File: config.mk
export PLATFORM = sky130hd
export DESIGN_NAME = step_pulse_gen
export DESIGN_NICKNAME = d
export VERILOG_FILES = /design/src/rtl/step_pulse_gen.sv
export SDC_FILE = /design/constraint.sdc
export NUM_CORES = 1
export LEC_CHECK = 0
export CORE_UTILIZATION = 45
export DETAILED_ROUTE_END_ITERATION = 10
export MAX_ROUTING_LAYER = met4
export PLACE_DENSITY = 0.68
export SYNTH_ARGS = -nofsm -noshare
export SYNTH_HDL_FRONTEND = slang
export SYNTH_SLANG_ARGS = --single-unit
File: constraint.sdc
create_clock -name clk -period 7.7 [get_ports clk]
set_input_delay 1.54 -clock clk [delete_from_list [all_inputs] [get_ports clk]]
set_output_delay 1.54 -clock clk [all_outputs]
set_load 0.02 [all_outputs]
File: src/rtl/step_pulse_gen.sv
// Per-axis step/dir pulse generator: integrates signed velocity into a fractional step phase,
// queues whole steps in a small signed pending counter and emits timed STEP/DIR pulses.
module step_pulse_gen #(
  parameter int STEP_HIGH = 2,
  parameter int STEP_LOW  = 2,
  parameter int DIR_SETUP = 4,
  parameter int PEND_W    = 4
) (
  input  logic        clk,
  input  logic        reset,
  input  logic        enable,
  input  logic [31:0] velocity,
  input  logic        load_position,
  input  logic [31:0] new_position,
  input  logic        clear_fault,
  output logic        step,
  output logic        dir,
  output logic [31:0] position,
  output logic        busy,
  output logic        overflow
);

  typedef enum logic [1:0] {
    IDLE  = 2'd0,
    SETUP = 2'd1,
    HIGH  = 2'd2,
    LOW   = 2'd3
  } state_t;

  localparam logic [15:0] HIGH_RELOAD  = 16'(STEP_HIGH - 1);
  localparam logic [15:0] LOW_RELOAD   = 16'(STEP_LOW - 1);
  localparam logic [15:0] SETUP_RELOAD = 16'(DIR_SETUP - 1);
  localparam int          EW           = PEND_W + 2;
  localparam int          PMAX         = (2 ** (PEND_W - 1)) - 1;
  localparam logic signed [EW-1:0] PMAX_E = EW'(PMAX);
  localparam logic signed [EW-1:0] NMAX_E = EW'(-PMAX);

  state_t              state, state_next;
  logic [15:0]         cnt, cnt_next;
  logic [30:0]         phase, phase_next;
  logic [PEND_W-1:0]   pending, pending_next;
  logic                step_next, dir_next, busy_next, overflow_next;
  logic [31:0]         position_next;

  // ---------------- integrator ----------------
  logic signed [31:0] v_sat;
  logic signed [33:0] sum;
  logic               req_pos, req_neg;

  always_comb begin
    v_sat = (velocity == 32'h8000_0000) ? 32'sh8000_0001 : $signed(velocity);
    sum   = $signed({3'b000, phase}) + $signed({{2{v_sat[31]}}, v_sat});
    // The wrapped phase is always the low 31 bits of sum, whichever way it crossed.
    req_pos    = enable && !sum[33] && (sum[32] || sum[31]);
    req_neg    = enable && sum[33];
    phase_next = enable ? sum[30:0] : phase;
  end

  // ---------------- pending counter ----------------
  logic                 desired, pend_nz, issue;
  logic signed [EW-1:0] pend_ext, req_v, iss_v, sum_all, pend_sum;
  logic                 ovf_hit;

  assign desired = pending[PEND_W-1];
  assign pend_nz = |pending;

  always_comb begin
    pend_ext = {{2{pending[PEND_W-1]}}, pending};
    req_v    = '0;
    if (req_pos) req_v = {{(EW-1){1'b0}}, 1'b1};
    if (req_neg) req_v = '1;
    iss_v    = '0;
    if (issue) iss_v = dir ? '1 : {{(EW-1){1'b0}}, 1'b1};
    sum_all  = pend_ext + req_v - iss_v;
    // A request that would push the counter past capacity is dropped; the issue still counts.
    ovf_hit  = (sum_all > PMAX_E) || (sum_all < NMAX_E);
    pend_sum = ovf_hit ? (pend_ext - iss_v) : sum_all;
    pending_next = pend_sum[PEND_W-1:0];
  end

  // ---------------- FSM: state register ----------------
  always_ff @(posedge clk) begin
    if (reset) begin
      state    <= IDLE;
      cnt      <= '0;
      phase    <= '0;
      pending  <= '0;
      step     <= 1'b0;
      dir      <= 1'b0;
      position <= '0;
      busy     <= 1'b0;
      overflow <= 1'b0;
    end else begin
      state    <= state_next;
      cnt      <= cnt_next;
      phase    <= phase_next;
      pending  <= pending_next;
      step     <= step_next;
      dir      <= dir_next;
      position <= position_next;
      busy     <= busy_next;
      overflow <= overflow_next;
    end
  end

  // ---------------- FSM: next state ----------------
  always_comb begin
    state_next = state;
    cnt_next   = cnt;
    issue      = 1'b0;
    case (state)
      IDLE: begin
        if (pend_nz) begin
          if (desired == dir) begin
            issue      = 1'b1;
            cnt_next   = HIGH_RELOAD;
            state_next = HIGH;
          end else begin
            cnt_next   = SETUP_RELOAD;
            state_next = SETUP;
          end
        end
      end
      SETUP: begin
        if (cnt != 16'd0) begin
          cnt_next = cnt - 16'd1;
        end else if (pend_nz && (desired == dir)) begin
          issue      = 1'b1;
          cnt_next   = HIGH_RELOAD;
          state_next = HIGH;
        end else begin
          // Pending drained or flipped while DIR settled: re-evaluate from IDLE.
          state_next = IDLE;
        end
      end
      HIGH: begin
        if (cnt != 16'd0) begin
          cnt_next = cnt - 16'd1;
        end else begin
          cnt_next   = LOW_RELOAD;
          state_next = LOW;
        end
      end
      LOW: begin
        if (cnt != 16'd0) cnt_next = cnt - 16'd1;
        else              state_next = IDLE;
      end
      default: begin
        state_next = IDLE;
        cnt_next   = '0;
      end
    endcase
  end

  // ---------------- FSM: outputs ----------------
  always_comb begin
    dir_next = dir;
    if (state == IDLE && pend_nz && desired != dir) dir_next = desired;

    step_next = step;
    if (issue)                                  step_next = 1'b1;
    else if (state == HIGH && cnt == 16'd0)     step_next = 1'b0;

    // load_position wins over a coincident step-rise update.
    position_next = position;
    if (load_position)  position_next = new_position;
    else if (issue)     position_next = dir ? (position - 32'd1) : (position + 32'd1);

    busy_next     = (pending_next != '0) || (state_next != IDLE);
    overflow_next = ovf_hit ? 1'b1 : (clear_fault ? 1'b0 : overflow);
  end

endmodule

Word-level counts from Yosys, hierarchy flattened
Cells that the tools add are included.
Storage, ports and cells
  bits in read-only memories: 0
  output and inout port bits: 36
  latch bits: 0
  register bits after elaboration: 89
  RAM bits: 0
  memories kept: 0
  input port bits: 69
  logic and storage cells: 80
Operators by class
  divide/modulo/power cells: 0
  $lt $le $gt $ge: 2
  reduce and logical (&&, ||, !) cells: 21
  $add $sub $neg: 7
  multiply operators: 0
  equal/unequal tests: 9
  shift operators: 0
  bitwise gates (word level): 0
  mux-type cells: 32
Operator list (count)
  $mux 32: 4
  $mux 16: 5
  $pmux 16 s4: 1
  $add 32x32->33: 1
  $add 32x1->32 const B: 1
  $eq 32x32->1 const B: 1
  $sub 32x1->32 const B: 1
  $mux 6: 3
  $logic_not 16->1: 1
  $reduce_bool 16->1: 1
  $sub 16x1->16 const B: 1
  $mux 2: 7
  $mux 1: 9
  $pmux 2 s4: 1
  $reduce_bool 2->1: 4
  $logic_and 1x1->1: 7
  $add 4x6->6: 1
  $gt 6x4->1 const B: 1
  $lt 6x4->1 const B: 1
  $sub 6x6->6: 1
  $eq 2x2->1 const B: 2
  $mux 4: 1
  $ne 2x2->1 const B: 2
  $reduce_bool 4->1: 1
  11 further kinds: 13

Longest topological paths before layout
Gate-level depths: netlist of the first run.
  depth in word-level cells: 15
  mapped depth: 27
  mapped depth without buffers: 26

Least setup slack after synthesis of the first run
No wires, ideal clock.
  kind: input-to-reg
  from: in velocity[31]
  to: reg pending[0]
  library setup time: 128 ps
  stages on the path: 25
  setup slack: 1259 ps
  data required time: 7572 ps
  buffers on the path: 1
  arrival: 6314 ps
  cell sequence: inv_1 nor4_1 nand4_1 o21bai_1 ha_1 inv_1 fa_1 nor2b_1 o31a_1 o31ai_1 a211oi_1 o31ai_1 o21ai_0 a2111o_1 fa_1 inv_1 fa_1 a21o_1 a21oi_1 xnor2_1 or3_1 and2_1 clkbuf_1 mux2i_1 nor2_1
On the way
  word-level cells in the longest chain between the ends: 13
  elaborated cells on any way between the ends: 16
  those cells by class: 3 x add/sub; 2 x order compare; 1 x eq/ne; 4 x mux; 6 x reduce/logical
Ends and longest elaborated chain
  from (decl): RTL line 12  | input logic [31:0] velocity,
  $eq 32x32->1: RTL line 51  | v_sat = (velocity == 32'h8000_0000) ? 32'sh8000_0001 : $signed(velocity);
  $mux 32 *: RTL line 51
  $add 32x32->33 *: RTL line 52  | sum = $signed({3'b000, phase}) + $signed({{2{v_sat[31]}}, v_sat});
  $logic_not 1->1: RTL line 54  | req_pos = enable && !sum[33] && (sum[32] || sum[31]);
  $logic_and 1x1->1 (2 in a row): RTL line 54
  $mux 1: RTL line 70  | if (req_pos) req_v = {{(EW-1){1'b0}}, 1'b1};
  $mux 6 *: RTL line 71  | if (req_neg) req_v = '1;
  $add 4x6->6 *: RTL line 74  | sum_all = pend_ext + req_v - iss_v;
  $sub 6x6->6 *: RTL line 74
  $gt 6x4->1 or $lt 6x4->1 (tied branches): RTL line 76  | ovf_hit = (sum_all > PMAX_E) || (sum_all < NMAX_E);
  $logic_or 1x1->1: RTL line 76
  $mux 4 *: RTL line 77  | pend_sum = ovf_hit ? (pend_ext - iss_v) : sum_all;
  to (signal assigned): RTL line 97  | pending <= pending_next;
  to (decl): RTL line 41  | logic [PEND_W-1:0] pending, pending_next;
Every way passes the cells marked *; elsewhere a longest branch is shown, timed or not.
A chain may end at the register's enable or synchronous reset.

Worst setup path in the final report of the first run
  from: in velocity[31]
  to: reg busy
On the way
  word-level cells in the longest chain between the ends: 15
  elaborated cells on any way between the ends: 18
  those cells by class: 3 x add/sub; 2 x order compare; 1 x eq/ne; 4 x mux; 8 x reduce/logical
Ends and longest elaborated chain
  $eq 32x32->1: RTL line 51
  $mux 32 *: RTL line 51
  $add 32x32->33 *: RTL line 52
  $logic_not 1->1: RTL line 54
  $logic_and 1x1->1 (2 in a row): RTL line 54
  $mux 1: RTL line 70
  $mux 6 *: RTL line 71
  $add 4x6->6 *: RTL line 74
  $sub 6x6->6 *: RTL line 74
  $gt 6x4->1 or $lt 6x4->1 (tied branches): RTL line 76
  $logic_or 1x1->1: RTL line 76
  $mux 4 *: RTL line 77
  $reduce_bool 4->1 *: RTL line 169  | busy_next = (pending_next != '0) || (state_next != IDLE);
  $logic_or 1x1->1 *: RTL line 169
  to (signal assigned): RTL line 101  | busy <= busy_next;
  to (decl): RTL line 19  | output logic busy,
Marks and branches as above.

==> results of run 1 <==
layout make-up:
class,count,share of cell area
tap,220,0.0307
timing repair buffer,111,0.121
multi-input combinational,771,0.591
sequential,89,0.199
clock inverter,7,0.0106
inverter,53,0.0236
clock buffer,9,0.0251
stage by stage:
stage / area (um2) / setup WS [ns] / utilization
5_1_grt: 8970 / 0.0464 / 0.543
3_3_place_gp: 8650 / 0.298 / 0.524
6_report: 8970 / 0.416 / 0.543
2_1_floorplan: 7590 / 1.26 / -
4_1_cts: 8970 / 0.483 / 0.543
3_5_place_dp: 8650 / 0.129 / 0.524
cell families (layout without fill, tap and decap cells):
group,Yosys count,in the layout,share of synthesized area
muxes,22,22,0.0292
AOI/OAI and AO/OA,275,275,0.245
xor gates and xnor gates,57,57,0.0657
buffers and inverters,120,180,0.0671
DFF,89,89,0.235
adders and majority gates,84,84,0.145
and+or+nand+nor,333,333,0.214
synthesized netlist by cell type (4+ instances only):
library cell	count	area, um2
nor2_1	97	364
dfxtp_1	89	1780
nand2_1	85	319
a21oi_1	80	400
ha_1	77	963
clkbuf_1	56	210
inv_1	52	195
o21ai_0	41	205
xnor2_1	36	315
a21o_1	30	225
nor3_1	26	130
mux2i_1	21	210
xor2_1	21	184
a211oi_1	20	150
nand3_1	17	85.1
and3_1	16	100
nor4_1	16	100
nand2b_1	15	93.8
a311oi_1	13	114
nand4_1	11	68.8
o21a_1	11	82.6
and2_1	9	56.3
nand3b_1	9	67.6
o21bai_1	9	67.6
o31ai_1	8	60.1
fa_1	7	140
o211ai_1	7	52.6
a31oi_1	6	37.5
or3_1	6	37.5
a221oi_1	5	43.8
nor2b_1	5	31.3
or2_2	5	31.3
a2111oi_0	4	35.0
a211o_1	4	35.0
a21boi_0	4	30.0
a221o_1	4	40.0
buf_2	4	20.0
nand4b_1	4	35.0
nor3b_1	4	30.0
cell usage in the layout, fill, tap and decap left out, types with 11 or more instances in the layout:
cell | synthesis | layout
xor2_1 | 21 | 21
nand3_1 | 17 | 17
ha_1 | 77 | 77
o21a_1 | 11 | 11
mux2i_1 | 21 | 21
dfxtp_1 | 89 | 89
clkdlybuf4s50_1 | 0 | 102
and3_1 | 16 | 16
inv_1 | 52 | 52
a21oi_1 | 80 | 80
a311oi_1 | 13 | 13
nand2b_1 | 15 | 15
nor3_1 | 26 | 26
nand2_1 | 85 | 85
a211oi_1 | 20 | 20
xnor2_1 | 36 | 36
a21o_1 | 30 | 30
nor2_1 | 97 | 97
nand4_1 | 11 | 11
nor4_1 | 16 | 16
o21ai_0 | 41 | 41
sequential cells by signal, summed over array words and instances (netlist names):
signal	count
busy	1
cnt	16
dir	1
overflow	1
pending	4
phase	31
position	32
state	2
step	1
per-layer routing:
metal | wire length, um | GRT usage | vias up
met4 | 265 | 0.0607 | 0
met2 | 8390 | 0.340 | 164
met5 | 0 | - | -
li1 | - | - | 3644
met1 | 9900 | 0.332 | 3292
met3 | 843 | 0.0346 | 22
worst min-delay path by stage:
stage              start   endpoint
6_report          cnt[5]     cnt[5]
5_1_grt           cnt[5]     cnt[5]
4_1_cts           cnt[5]     cnt[5]
3_5_place_dp   phase[30]  phase[30]
3_3_place_gp   phase[20]  phase[20]
2_1_floorplan  phase[30]  phase[30]
critical path, cell delays in order:
cell             delay (ns)
clkdlybuf4s50_1        0.48
inv_1                  0.07
nor4_1                 0.40
nand4_1                0.27
o21bai_1               0.21
ha_1                   0.21
inv_1                  0.06
fa_1                   0.40
nor2b_1                0.16
o31a_1                 0.19
o31ai_1                0.16
a211oi_1               0.37
o31ai_1                0.15
o21ai_0                0.28
a2111o_1               0.30
fa_1                   0.44
inv_1                  0.11
ha_1                   0.24
a21o_1                 0.15
a21oi_1                0.24
mux2i_1                0.11
or3_1                  0.41
o41ai_1                0.37
a31oi_1                0.13
power by group:
| group | switching [uW] | internal, uW |
|---|---|---|
| Sequential | 110 | 588 |
| Combinational | 1060 | 813 |
| Clock | 205 | 285 |
| Total | 1380 | 1690 |
==> metrics.cfg, run 1 <==
[outcome]
status = finished, violations left
violations = DRC

[critical_path]
r2r_start = phase[0]
start_kind = input port
arrival_ns = 7.48
endpoint = busy
cp-startpoint = velocity[31]
worst_r2r_path_depth = 19
crit_required_ns = 7.90
timing.rr.end = busy
endpoint_kind = flop
crit_type = in -> reg
r2r_slack_ns = 2.31
crit_path_max_fanout = 3

[clock_tree]
clock_sinks = 89
postCtsHoldBufs = 0
clk_latency_ns = 0.36
cts_tree = yes
postCtsSetupBuffers = 0
clock_path_buffers = 2
ctsResizeCount = 0
cts.clk_slew.worst_paths_ns = 0.07
root_buffer = clkbuf_16
htreeDepth = 3
cts_buffers = 9

[sta]
drv_slew = 0
tightest_slew_ns = 0.911
fin_crit_ns = 7.28
hold_viol = 0
finalSetupViolCount = 0
rsz0062_at_grt = no
holdWs_ns = 0.473
fmax_mhz = 137
slew_headroom = 0.390
fin_crit_sh = 0.946
fin_skew_ns = 0.00901
tns_ns = 0

[pwr]
p_per_area_nw_per_um2 = 341
power_uw = 3060
p_leak_uw = 0.00394
ir_drop_uv = 276

[floorplanning]
die-width_um = 132
start_util = 0.460
ioPinCount = 105
die_height_um = 132
rows = 47
design.core.area_um2 = 16500
dieArea_um2 = 17400

[route]
drt_iter0_drc = 422
ant_nets = 0
routed_wirelength_mm = 19.4
wire_per_inst_um = 15.4
viasPerCell = 5.65
drcViolationCount = 2
firstDrtPassIters = 8
num_vias = 7122

[finish]
antennaDiodeCount = 0
area_delta_synth_final_pct = 18.2
seqCellArea_um2 = 1780
nets = 1188
multi_input_area_um2 = 5300
drive_gt1_frac = 0.0394
fillers = 1601
final_cells = 1260

[yosys]
ys.flop_type = dfxtp_1
synth_edf_count = 0
async_flop_share = 0
ys_types = 71
synth.net_count = 1133
yosys_warnings = 0
synth_area_per_cell_um2 = 7.75
ys_ff_latch = 89
syn_area_um2 = 7590
synth-seq-area-share = 0.235
synth_cells = 980

[grt]
grt_first_pass_wirelength_mm = 32.3
antenna_found_initial = 0
grt_pass1_vias = 6462
grt_max_degree = 73
overflow = 0
gr-usage-all-layers = 0.233

[place]
io_buffers = 104
dp_hpwl_mm = 14.1
dpl.cell_count = 1244
gp_congestion = 0.869

[run]
cap_violations = 0

[hold_path]
min_path_type = reg -> reg
hold_depth = 2

No activity file was read; power rests on OpenSTA's default activity.
==> run 2: changes to the inputs <==
- SLEW_MARGIN: unset -> 20
==> results of run 2 <==
Final layout, timing and power as in run 1 (identical DEF).
==> run 3: changes to the inputs <==
- PLACE_DENSITY: 0.68 -> 0.7
- SLEW_MARGIN: 20 -> unset
- clock period: 7.7 -> 6.4 ns (I/O delays scaled with it)
==> metrics.cfg, run 3 (same netlist as run 1, synthesis figures left out) <==
[critical_path]
critPathMaxStageDelay_ns = 0.84  ; +0.36 ns
crit_path_top_delay_cell = a2111oi_0
r2r_slack_ns = 1.38  ; -0.93 ns
crit_type = in -> reg
start_kind = input port
arrival_ns = 6.52  ; -0.96 ns
path_cells = clkdlybuf4s50_1, buf_4, ha_1, a21oi_1, buf_4, a2111oi_0, o31ai_4, a211oi_2, o31ai_2, buf_4, a221o_1, o211ai_1, ha_1, inv_1, ha_2, fa_2, a21o_1, a21oi_2, xnor2_1, or3_4, and2_4, nand2_1, o41ai_2, a31oi_1
crit_required_ns = 6.69  ; -1.21 ns
critical_path.most_common_cell = buf_4
crit_path_max_fanout = 6  ; +3
endpoint_kind = flop

[place]
gp_congestion = 0.894  ; +2.9%
pre_cts_ws_ns = -0.562  ; -0.691 ns
dp_hpwl_mm = 14.8  ; +4.3%
io_buffers = 104  ; unchanged

[finish]
nets = 1258  ; +5.9%
final_cell_mix = nor2_1 (97), clkdlybuf4s50_1 (91), dfxtp_1 (89)
top_regs = position (32), phase (31), cnt (16)
layout_commonest_cell = nor2_1
antennaDiodeCount = 0  ; unchanged
multi_input_area_um2 = 5450  ; +2.8%
largest_reg_flops = 32  ; unchanged
area_delta_synth_final_pct = 27.5
fillers = 1505  ; -6.0%
seqCellArea_um2 = 1780  ; unchanged
top_register = position
finish.utilization = 0.586  ; +0.0429
drive_gt1_frac = 0.121  ; +0.0813

[sta]
fin_crit_sh = 0.974
finalSetupViolCount = 0  ; unchanged
tns_ns = 0  ; unchanged
tightest_slew_ns = 0.986  ; +0.0750 ns
hold_viol = 0  ; unchanged
slew_headroom = 0.326  ; -0.0648
fin_skew_ns = 0.0119  ; +0.00293 ns
fin_crit_ns = 6.23
fin_ws_ns = 0.167  ; -0.248 ns
fmax_mhz = 160
drv_slew = 0  ; unchanged

[clock_tree]
cts_buffers = 9  ; unchanged
root_buffer = clkbuf_16
htreeDepth = 3  ; unchanged
clock_path_buffers = 2  ; unchanged
cts.clk_slew.worst_paths_ns = 0.07  ; about the same
cts_tree = yes
clk_latency_ns = 0.36  ; about the same
clock_sinks = 89  ; unchanged

[pwr]
p_per_area_nw_per_um2 = 405  ; +19%
ir_drop_uv = 294  ; +6.5%
pwr-share-seq = 0.213  ; -0.015
swShare = 0.441  ; -0.00835
p_leak_uw = 0.00439  ; +11%
p_int_uw = 2190  ; +30%
p_switching_uw = 1730  ; +26%
pwr-share-clk = 0.153  ; -0.007
power_frac_comb = 0.634  ; +0.022

[route]
routed_wirelength_mm = 20.4  ; +5.1%
wire_per_inst_um = 15.3  ; -0.45%
wl_met2_mm = 8.86  ; +5.7%
drcViolationCount = 0  ; -2
viasPerCell = 5.56  ; -1.6%
firstDrtPassIters = 5  ; -3
ant_nets = 0  ; unchanged
num_vias = 7394  ; +3.8%
topRoutingLayerUsed = met4
drt_iter0_drc = 496  ; +18%
drt-met1-wl_mm = 10.2  ; +3.6%
wl_met3_um = 906  ; +7.5%

[floorplanning]
die-width_um = 132  ; unchanged
design.core.area_um2 = 16500  ; unchanged
start_util = 0.460  ; unchanged
dieArea_um2 = 17400  ; unchanged
rows = 47  ; unchanged
ioPinCount = 105  ; unchanged
die_height_um = 132  ; unchanged

[run]
cap_violations = 0  ; unchanged

[outcome]
status = finished, final reports clean

[grt]
antenna_found_initial = 0  ; unchanged
gr-usage-all-layers = 0.236  ; +0.00374
grt_first_pass_wirelength_mm = 32.9  ; +2.1%
grt_pass1_vias = 6835  ; +5.8%
grt_max_degree = 43  ; -41%
overflow = 0  ; unchanged

[hold_path]
min_path_type = reg -> reg

## run 3: metal layers
layer  up-vias  global-route usage
li1       3782                   -
met1      3410               0.329
met2       179               0.356
met3        23              0.0273
met4         0              0.0756
met5         -                   -
## run 3: layout make-up
type,instances,share of cell area
clock buffer,10,0.0247
timing repair buffer,181,0.169
tap,220,0.0284
inverter,53,0.0218
sequential,89,0.184
multi-input combinational,771,0.563
clock inverter,6,0.00930
## run 3: metrics by stage
step                      total power (uW)  hold WS (ns)  cell area, um2  cells
final                                 3920         0.476            9680   1330
after global routing                  4250         0.491            9680   1330
after CTS                             3840         0.473            9550   1329
after detailed placement              3220         0.461            9170   1313
after global placement                3180         0.448            9170   1313
after floorplan                       2640         0.432            7590    980
## run 3: path summary, 6_finish.rpt
kind / startpoint / end / cells after the start
worst max-delay path: velocity[7] / busy / 24
worst max register to register: cnt[6] / busy / 19
worst min register to register: cnt[5] / cnt[5] / 2
worst min-delay path: cnt[5] / cnt[5] / 2
## run 3: worst max-delay path, delay by kind of cell
family / cells / cell delay (ns)
xor+xnor: 1 / 0.10
compound gates: 11 / 2.49
fa+ha+maj: 4 / 1.06
buf+inv: 5 / 0.96
simple gates: 3 / 0.63
## run 3: power by group through the flow
stage	combinational [uW]	sequential, uW	clock, uW
floorplan	1750	890	0
global placement	2340	843	0
detailed placement	2370	844	0
CTS	2400	834	614
global route	2760	856	634
finish	2480	835	601
## run 3: timing repair
action | in CTS | in global routing
hold buffers | 0 | 0
hold endpoints to repair | 0 | 0
pin swaps | 0 | 18
buffers inserted | 0 | 1
endpoints found under the setup margin | 5 | 6
gates cloned | 0 | 0
resized for setup | 8 | 33
